[src/rtl/wave_gen_if.sv]
`default_nettype none
// ============================================================================
// Module      : wave_gen_if
// Description : Control and sample bus between the waveform generator and
//               its controller / downstream mixer stage.
// Revision    : 1.0 - initial release
// ============================================================================
interface wave_gen_if #(
    parameter int BITLEN = 8
);
    logic              en;
    logic              step;
    logic [1:0]        wave_sel;
    logic [1:0]        atten;
    logic [BITLEN-1:0] sample;
    logic              sample_valid;
    logic              busy;
    logic [BITLEN-1:0] phase_out;

    modport master (
        output en,
        output step,
        output wave_sel,
        output atten,
        input  sample,
        input  sample_valid,
        input  busy,
        input  phase_out
    );

    modport slave (
        input  en,
        input  step,
        input  wave_sel,
        input  atten,
        output sample,
        output sample_valid,
        output busy,
        output phase_out
    );
endinterface
`default_nettype wire

[src/rtl/wave_gen.sv]
`default_nettype none
// ============================================================================
// Module      : wave_gen
// Description : Strobe-driven phase accumulator producing square, sawtooth,
//               triangle or silence samples with wrap-aligned reconfiguration.
// Revision    : 1.0 - initial release
// ============================================================================
module wave_gen #(
    parameter int BITLEN = 8
) (
    input  logic       clk,
    input  logic       n_rst,
    wave_gen_if.slave  bus
);

    localparam logic [BITLEN-1:0] MAX_VAL  = '1;
    localparam logic [BITLEN-1:0] MID_VAL  = {1'b1, {(BITLEN-1){1'b0}}};
    localparam logic [BITLEN-1:0] ZERO_VAL = '0;
    localparam logic [BITLEN-1:0] ONE_VAL  = {{(BITLEN-1){1'b0}}, 1'b1};

    localparam logic [1:0] WAVE_SQUARE = 2'b00;
    localparam logic [1:0] WAVE_SAW    = 2'b01;
    localparam logic [1:0] WAVE_TRI    = 2'b10;

    typedef enum logic [1:0] {
        IDLE  = 2'd0,
        RUN   = 2'd1,
        DRAIN = 2'd2
    } state_t;

    state_t            state;
    state_t            state_nxt;
    logic [BITLEN-1:0] phase;
    logic [BITLEN-1:0] phase_nxt;
    logic [1:0]        act_wave;
    logic [1:0]        act_wave_nxt;
    logic [1:0]        act_atten;
    logic [1:0]        act_atten_nxt;
    logic [BITLEN-1:0] sample_q;
    logic [BITLEN-1:0] sample_nxt;
    logic              valid_q;
    logic              valid_nxt;
    logic              busy_q;

    logic              wrap;
    logic [BITLEN-1:0] tri_t;
    logic [BITLEN-1:0] raw;
    logic [BITLEN-1:0] emit;

    assign wrap  = (phase == MAX_VAL);
    assign tri_t = {phase[BITLEN-2:0], 1'b0};

    // Waveform lookup always uses the pre-increment phase and the latched selection.
    always_comb begin
        raw = MID_VAL;
        case (act_wave)
            WAVE_SQUARE: raw = phase[BITLEN-1] ? ZERO_VAL : MAX_VAL;
            WAVE_SAW:    raw = phase;
            WAVE_TRI:    raw = phase[BITLEN-1] ? ~tri_t : tri_t;
            default:     raw = MID_VAL;
        endcase
    end

    assign emit = raw >> act_atten;

    // RUN and DRAIN share step handling; en only decides where a period ends.
    always_comb begin
        state_nxt     = state;
        phase_nxt     = phase;
        act_wave_nxt  = act_wave;
        act_atten_nxt = act_atten;
        sample_nxt    = sample_q;
        valid_nxt     = 1'b0;

        case (state)
            IDLE: begin
                phase_nxt = ZERO_VAL;
                if (bus.en) begin
                    state_nxt     = RUN;
                    act_wave_nxt  = bus.wave_sel;
                    act_atten_nxt = bus.atten;
                end
            end

            RUN, DRAIN: begin
                if (bus.step) begin
                    sample_nxt = emit;
                    valid_nxt  = 1'b1;
                    phase_nxt  = phase + ONE_VAL;
                    if (wrap) begin
                        act_wave_nxt  = bus.wave_sel;
                        act_atten_nxt = bus.atten;
                    end
                end

                if (bus.step && wrap) begin
                    state_nxt = bus.en ? RUN : IDLE;
                end else begin
                    state_nxt = bus.en ? RUN : DRAIN;
                end
            end

            default: begin
                state_nxt = IDLE;
                phase_nxt = ZERO_VAL;
            end
        endcase
    end

    always_ff @(posedge clk or negedge n_rst) begin
        if (!n_rst) begin
            state     <= IDLE;
            phase     <= ZERO_VAL;
            act_wave  <= 2'b00;
            act_atten <= 2'b00;
            sample_q  <= ZERO_VAL;
            valid_q   <= 1'b0;
            busy_q    <= 1'b0;
        end else begin
            state     <= state_nxt;
            phase     <= phase_nxt;
            act_wave  <= act_wave_nxt;
            act_atten <= act_atten_nxt;
            sample_q  <= sample_nxt;
            valid_q   <= valid_nxt;
            busy_q    <= (state_nxt != IDLE);
        end
    end

    assign bus.sample       = sample_q;
    assign bus.sample_valid = valid_q;
    assign bus.busy         = busy_q;
    assign bus.phase_out    = phase;

endmodule
`default_nettype wire

[src/flat_wrapper.sv]
// flat-port wrapper written by rule: the top's interface ports become plain ports
module wave_gen_flat 
#(
    parameter int BITLEN = 8
)
  (clk, n_rst, bus_en, bus_step, bus_wave_sel, bus_atten, bus_sample, bus_sample_valid, bus_busy, bus_phase_out);
  wave_gen_if #(.BITLEN(BITLEN)) bus_i ();
  input  logic clk;
  input  logic n_rst;
  input wire logic [$bits(bus_i.en)-1:0] bus_en;
  input wire logic [$bits(bus_i.step)-1:0] bus_step;
  input wire logic [$bits(bus_i.wave_sel)-1:0] bus_wave_sel;
  input wire logic [$bits(bus_i.atten)-1:0] bus_atten;
  output wire logic [$bits(bus_i.sample)-1:0] bus_sample;
  output wire logic [$bits(bus_i.sample_valid)-1:0] bus_sample_valid;
  output wire logic [$bits(bus_i.busy)-1:0] bus_busy;
  output wire logic [$bits(bus_i.phase_out)-1:0] bus_phase_out;
  assign bus_i.en = bus_en;
  assign bus_i.step = bus_step;
  assign bus_i.wave_sel = bus_wave_sel;
  assign bus_i.atten = bus_atten;
  assign bus_sample = bus_i.sample;
  assign bus_sample_valid = bus_i.sample_valid;
  assign bus_busy = bus_i.busy;
  assign bus_phase_out = bus_i.phase_out;
  wave_gen #(.BITLEN(BITLEN)) u_core (.clk(clk), .n_rst(n_rst), .bus(bus_i));
endmodule
[config.mk]
export PLATFORM = sky130hd
export DESIGN_NAME = wave_gen_flat
export DESIGN_NICKNAME = d
export VERILOG_FILES = /design/src/rtl/wave_gen_if.sv /design/src/rtl/wave_gen.sv /design/src/flat_wrapper.sv
export SDC_FILE = /design/constraint.sdc
export NUM_CORES = 1
export LEC_CHECK = 0
export CORE_MARGIN = 4
export CORE_UTILIZATION = 38
export CTS_CLUSTER_DIAMETER = 200
export DETAILED_ROUTE_END_ITERATION = 12
export HOLD_SLACK_MARGIN = 0.08
export PLACE_DENSITY = 0.6
export SLEW_MARGIN = 20
export SYNTH_ARGS = -nofsm -noshare
export SYNTH_HDL_FRONTEND = slang
export SYNTH_SLANG_ARGS = --single-unit
[constraint.sdc]
create_clock -name clk -period 3.9 [get_ports clk]
set_input_delay 0.78 -clock clk [delete_from_list [all_inputs] [get_ports clk]]
set_output_delay 0.78 -clock clk [all_outputs]
set_load 0.03 [all_outputs]
### Word-level counts from Yosys, hierarchy flattened

Cells that the tools add are included.

| cells by class | value |
|---|---|
| shifts and indexed selects | 1 |
| reduce and logical (&&, ||, !) cells | 8 |
| equality and inequality tests | 8 |
| add/subtract/negate cells | 1 |
| bitwise gates (word level) | 1 |
| multiplexer cells | 20 |

Operators by type and width:

| operator | number |
|---|---|
| $mux 8 | 4 |
| $pmux 8 s3 | 1 |
| $mux 2 | 9 |
| $pmux 2 s2 | 3 |
| $add 8x1->8 const B | 1 |
| $eq 8x8->1 const B | 1 |
| $not 8->8 | 1 |
| $shr 8x2->8 | 1 |
| $eq 2x1->1 const B | 2 |
| $eq 2x2->1 const B | 2 |
| $logic_not 2->1 | 2 |
| $ne 2x2->1 const B | 2 |
| $reduce_and 4->1 | 1 |
| $reduce_bool 2->1 | 2 |
| $mux 1 | 3 |
| $ne 2x1->1 const B | 1 |
| $reduce_and 2->1 | 1 |
| $reduce_or 2->1 | 1 |
| $logic_and 1x1->1 | 1 |

| word-level totals | value |
|---|---|
| register bits after elaboration | 24 |

### Depth between registers and ports, before layout

| logic depth | value |
|---|---|
| depth in word-level cells | 5 |
| depth in mapped cells | 7 |
| gate-level depth less buffers | 6 |

### Worst setup path after synthesis

OpenSTA, ideal clock, no wires.

| path | value |
|---|---|
| kind | input to register |
| from | input port bus_step |
| to | register u_core.act_atten[0] |
| path buffers | 1 |
| arrival | 1.893 ns |
| required time | 3.772 ns |
| slack | 1.879 ns |
| stages | 6 |
| cells stage by stage | buf_2 > nand4_1 > nor2_1 > a21bo_1 > o211ai_1 > mux2_1 |

| on the way | value |
|---|---|
| word-level cells in the longest chain between the ends | 2 |

Ends and longest elaborated chain:

| item | line | text |
|---|---|---|
| start: declaration | flat_wrapper.sv:11 | `input wire logic [$bits(bus_i.step)-1:0] bus_step;` |
| $ne 2x2->1 (no line) | - |  |
| $reduce_and 4->1 (no line) | - |  |
| end signal: assignment | wave_gen.sv:123 | `act_atten <= act_atten_nxt;` |
| end: declaration | wave_gen.sv:37 | `logic [1:0] act_atten;` |

No other way between the ends.
A chain may end at the register's enable or synchronous reset.

### Final worst setup path

| path | value |
|---|---|
| from | input port bus_step |
| to | register u_core.act_wave[0] |

| on the way | value |
|---|---|
| word-level cells in the longest chain between the ends | 2 |

Ends and longest elaborated chain:

| item | line | text |
|---|---|---|
| $ne 2x2->1 (no line) | - |  |
| $reduce_and 4->1 (no line) | - |  |
| end signal: assignment | wave_gen.sv:122 | `act_wave <= act_wave_nxt;` |
| end: declaration | wave_gen.sv:35 | `logic [1:0] act_wave;` |

No other way between the ends.

==> results.md <==
- GPL Wtd Cong: 0.799
- Crit share post-route: 61.7%
- Drt first pass iters: 4
- Cells after synthesis: 147
- Hold_ws: 484 ps
- Mapped Area: 0.00152 mm2
- Register area: 601 um2
- Slew @ Worst Pin: 546 ps
- Total gr overflow: 0
- Worst setup EP type: register
- RSZ-0062 raised after global routing: false
- Layout area overhead: 18.5%
- Die extent in x: 71.2 um
- Final WL: 2910 um
- # setup viols final: 0
- Post-CTS sizing: 0
- Drt drc: 0
- Die area: 0.00507 mm2
- CP startpoint kind: input port
- Vias in the first global route: 1,075
- Row count: 22
- Die height: 71.2 um
- Fill cell count: 349
- I/O pins: 26
- CP Max Fanout: 7
- Share of cells above drive strength 1: 9.70%
- ANT cells: 0
- Vias per cell: 5.21
- CP arrival: 2560 ps
- Worst-path clk slew: 90 ps
- Sequential share of the synthesized area: 39.6%
- CTS tree: done
- Required time worst endpoint: 4050 ps
- Distinct cells, synth: 42
- Fin nets: 178
- Top post-synthesis cells by area: dfrtp_1 40%, mux4_1 6.9%, nand2_1 4.0%
- Largest net degree at the start of global routing: 25
- Outcome: finished clean
- Count of input and output buffers: 25
- Clock Tree Buf Depth: 2
- Clk_lat worst skew: 270 ps
- Final ANT Viol Nets: 0
- Hold buffer count at CTS: 0
- Fmax: 0.416 GHz
- Clock Sinks: 24
- Multi-input gate area: 822 um2
- Final hold viol count: 0
- Yosys Warn Count: 0
- Maximum VDD drop: 0.000382 V
- DR WL/cell: 13.7 um
- GRT Util Overall: 12.0%
- Clk_skew: 10.3 ps
- Antenna violations before repair: 0
- 1st-iter DRT viols: 22
- Root buf cell: clkbuf_8
- Syn_nets: 159
- DR vias: 1,109
- H-Tree Level Count: 1
- Min-Delay Path Class: in2async
- Slew margin rel.: 63.6%
- Initial Utilization: 40.2%
- Final std cells w/o fill: 213
- Setup TNS: 0 ps
- Yosys reg bits: 24
- MaxCap Viol Count: 0
- Core Box Area: 0.00377 mm2
- Postcts setup bufs: 0
- Cells after DPL: 209
- PD cells: 770 mW/mm2
- Total CTS buffers: 3
- Post-synth top area cell: dfrtp_1
- Final Max Slew Viols: 0
- Worst Path Class, Setup: in2reg
- Commonest non-fill, non-tap cells in the layout: 24 x clkdlybuf4s50_1, 24 x dfrtp_1, 16 x nand2_1
- Yosys top cell area share: 39.6%
- First-pass GRT wire length: 4980 um
- Syn_area_per_cell: 10.3 um2
- Leak pwr: 0.000767 uW
- Fin crit period: 2410 ps
- Hpwl dp: 2180 um
==> final timing paths <==
| path | startpoint | endpoint | slack, ps | depth (start not counted) |
|---|---|---|---|---|
| worst min register to register | u_core.bus.sample[0]$_DFFE_PN0P_ | u_core.bus.sample[0]$_DFFE_PN0P_ | 490 | 2 |
| min in group clk | u_core.bus.sample[0]$_DFFE_PN0P_ | u_core.bus.sample[0]$_DFFE_PN0P_ | 490 | 2 |
| worst min-delay path | n_rst | u_core.bus.phase_out[2]$_DFFE_PN0N_ | 480 | 1 |
| worst max register to register | u_core.act_wave[0]$_DFFE_PN0P_ | u_core.bus.sample[3]$_DFFE_PN0P_ | 1820 | 5 |
| max in group asynchronous | n_rst | u_core.act_atten[0]$_DFFE_PN0P_ | 3050 | 1 |
| worst max-delay path | bus_step | u_core.act_wave[0]$_DFFE_PN0P_ | 1490 | 6 |
==> through the flow <==
stage | cell area (um2) | total power (uW) | util [%] | setup slack [ps]
6_report | 1800 | 1390 | 47.7 | 1490
5_1_grt | 1800 | 1490 | 47.7 | 1370
4_1_cts | 1800 | 1400 | 47.8 | 1500
3_5_place_dp | 1750 | 1230 | 46.4 | 1220
3_3_place_gp | 1750 | 1210 | 46.4 | 1300
2_1_floorplan | 1520 | 1050 | - | 1880
==> where the power goes <==
group | switching [uW] | internal, uW | total, uW
clock network | 77.0 | 90.0 | 167
registers | 138 | 334 | 473
logic | 387 | 359 | 745
==> logic make-up after synthesis <==
logic type	synth area share, %
simple gates	17.4
compound gates	17.6
flops	39.6
buf+inv	6.26
mux	11.2
xor+xnor	4.62
fa+ha+maj	3.30
==> flip-flops by register name, indices dropped and copies added, names as in the netlist <==
| register | count |
|---|---|
| u_core.bus.sample_valid | 1 |
| u_core.bus.phase_out | 8 |
| u_core.state | 2 |
| u_core.bus.sample | 8 |
| u_core.bus.busy | 1 |
| u_core.act_atten | 2 |
| u_core.act_wave | 2 |
==> critical path: stages <==
cell and delay [ps]:
clkdlybuf4s50_1 630, nand4_1 190, nor2_1 220, a21bo_1 160, o211ai_1 200, mux2_1 380
==> metal layers <==
layer  vias up  wire [um]  GRT usage [%]
met5         -          0              0
met4         0          8           1.67
met3         2        115           3.27
met2        20       1460           20.7
met1       532       1330           15.2
li1        555          -              -
==> cells in the mapped netlist (all sizes together) <==
master	count
mux4	4
a21o	1
nand3b	2
o31ai	1
o211ai	1
or3b	1
a41o	1
nand4	2
nand3	2
a22o	3
o21a	1
o21ai	6
mux2i	2
nand2	17
xor2	5
mux2	4
and2	9
a21bo	1
nand2b	1
or2	2
nor2	12
buf	8
nor2b	1
a21oi	11
dlygate4sd1	1
inv	4
and3	2
xnor2	3
a31oi	1
clkbuf	2
a211oi	2
dfrtp	24
o22a	1
a221oi	3
nor3	2
ha	4
==> cell type report <==
class / count / share of cell area (%)
sequential: 24 / 33.4
tap: 48 / 3.34
timing repair buffer: 25 / 13.6
inverter: 4 / 0.835
multi-input combinational: 108 / 45.7
clock buffer: 4 / 3.06
No activity file was read; power rests on OpenSTA's default activity.
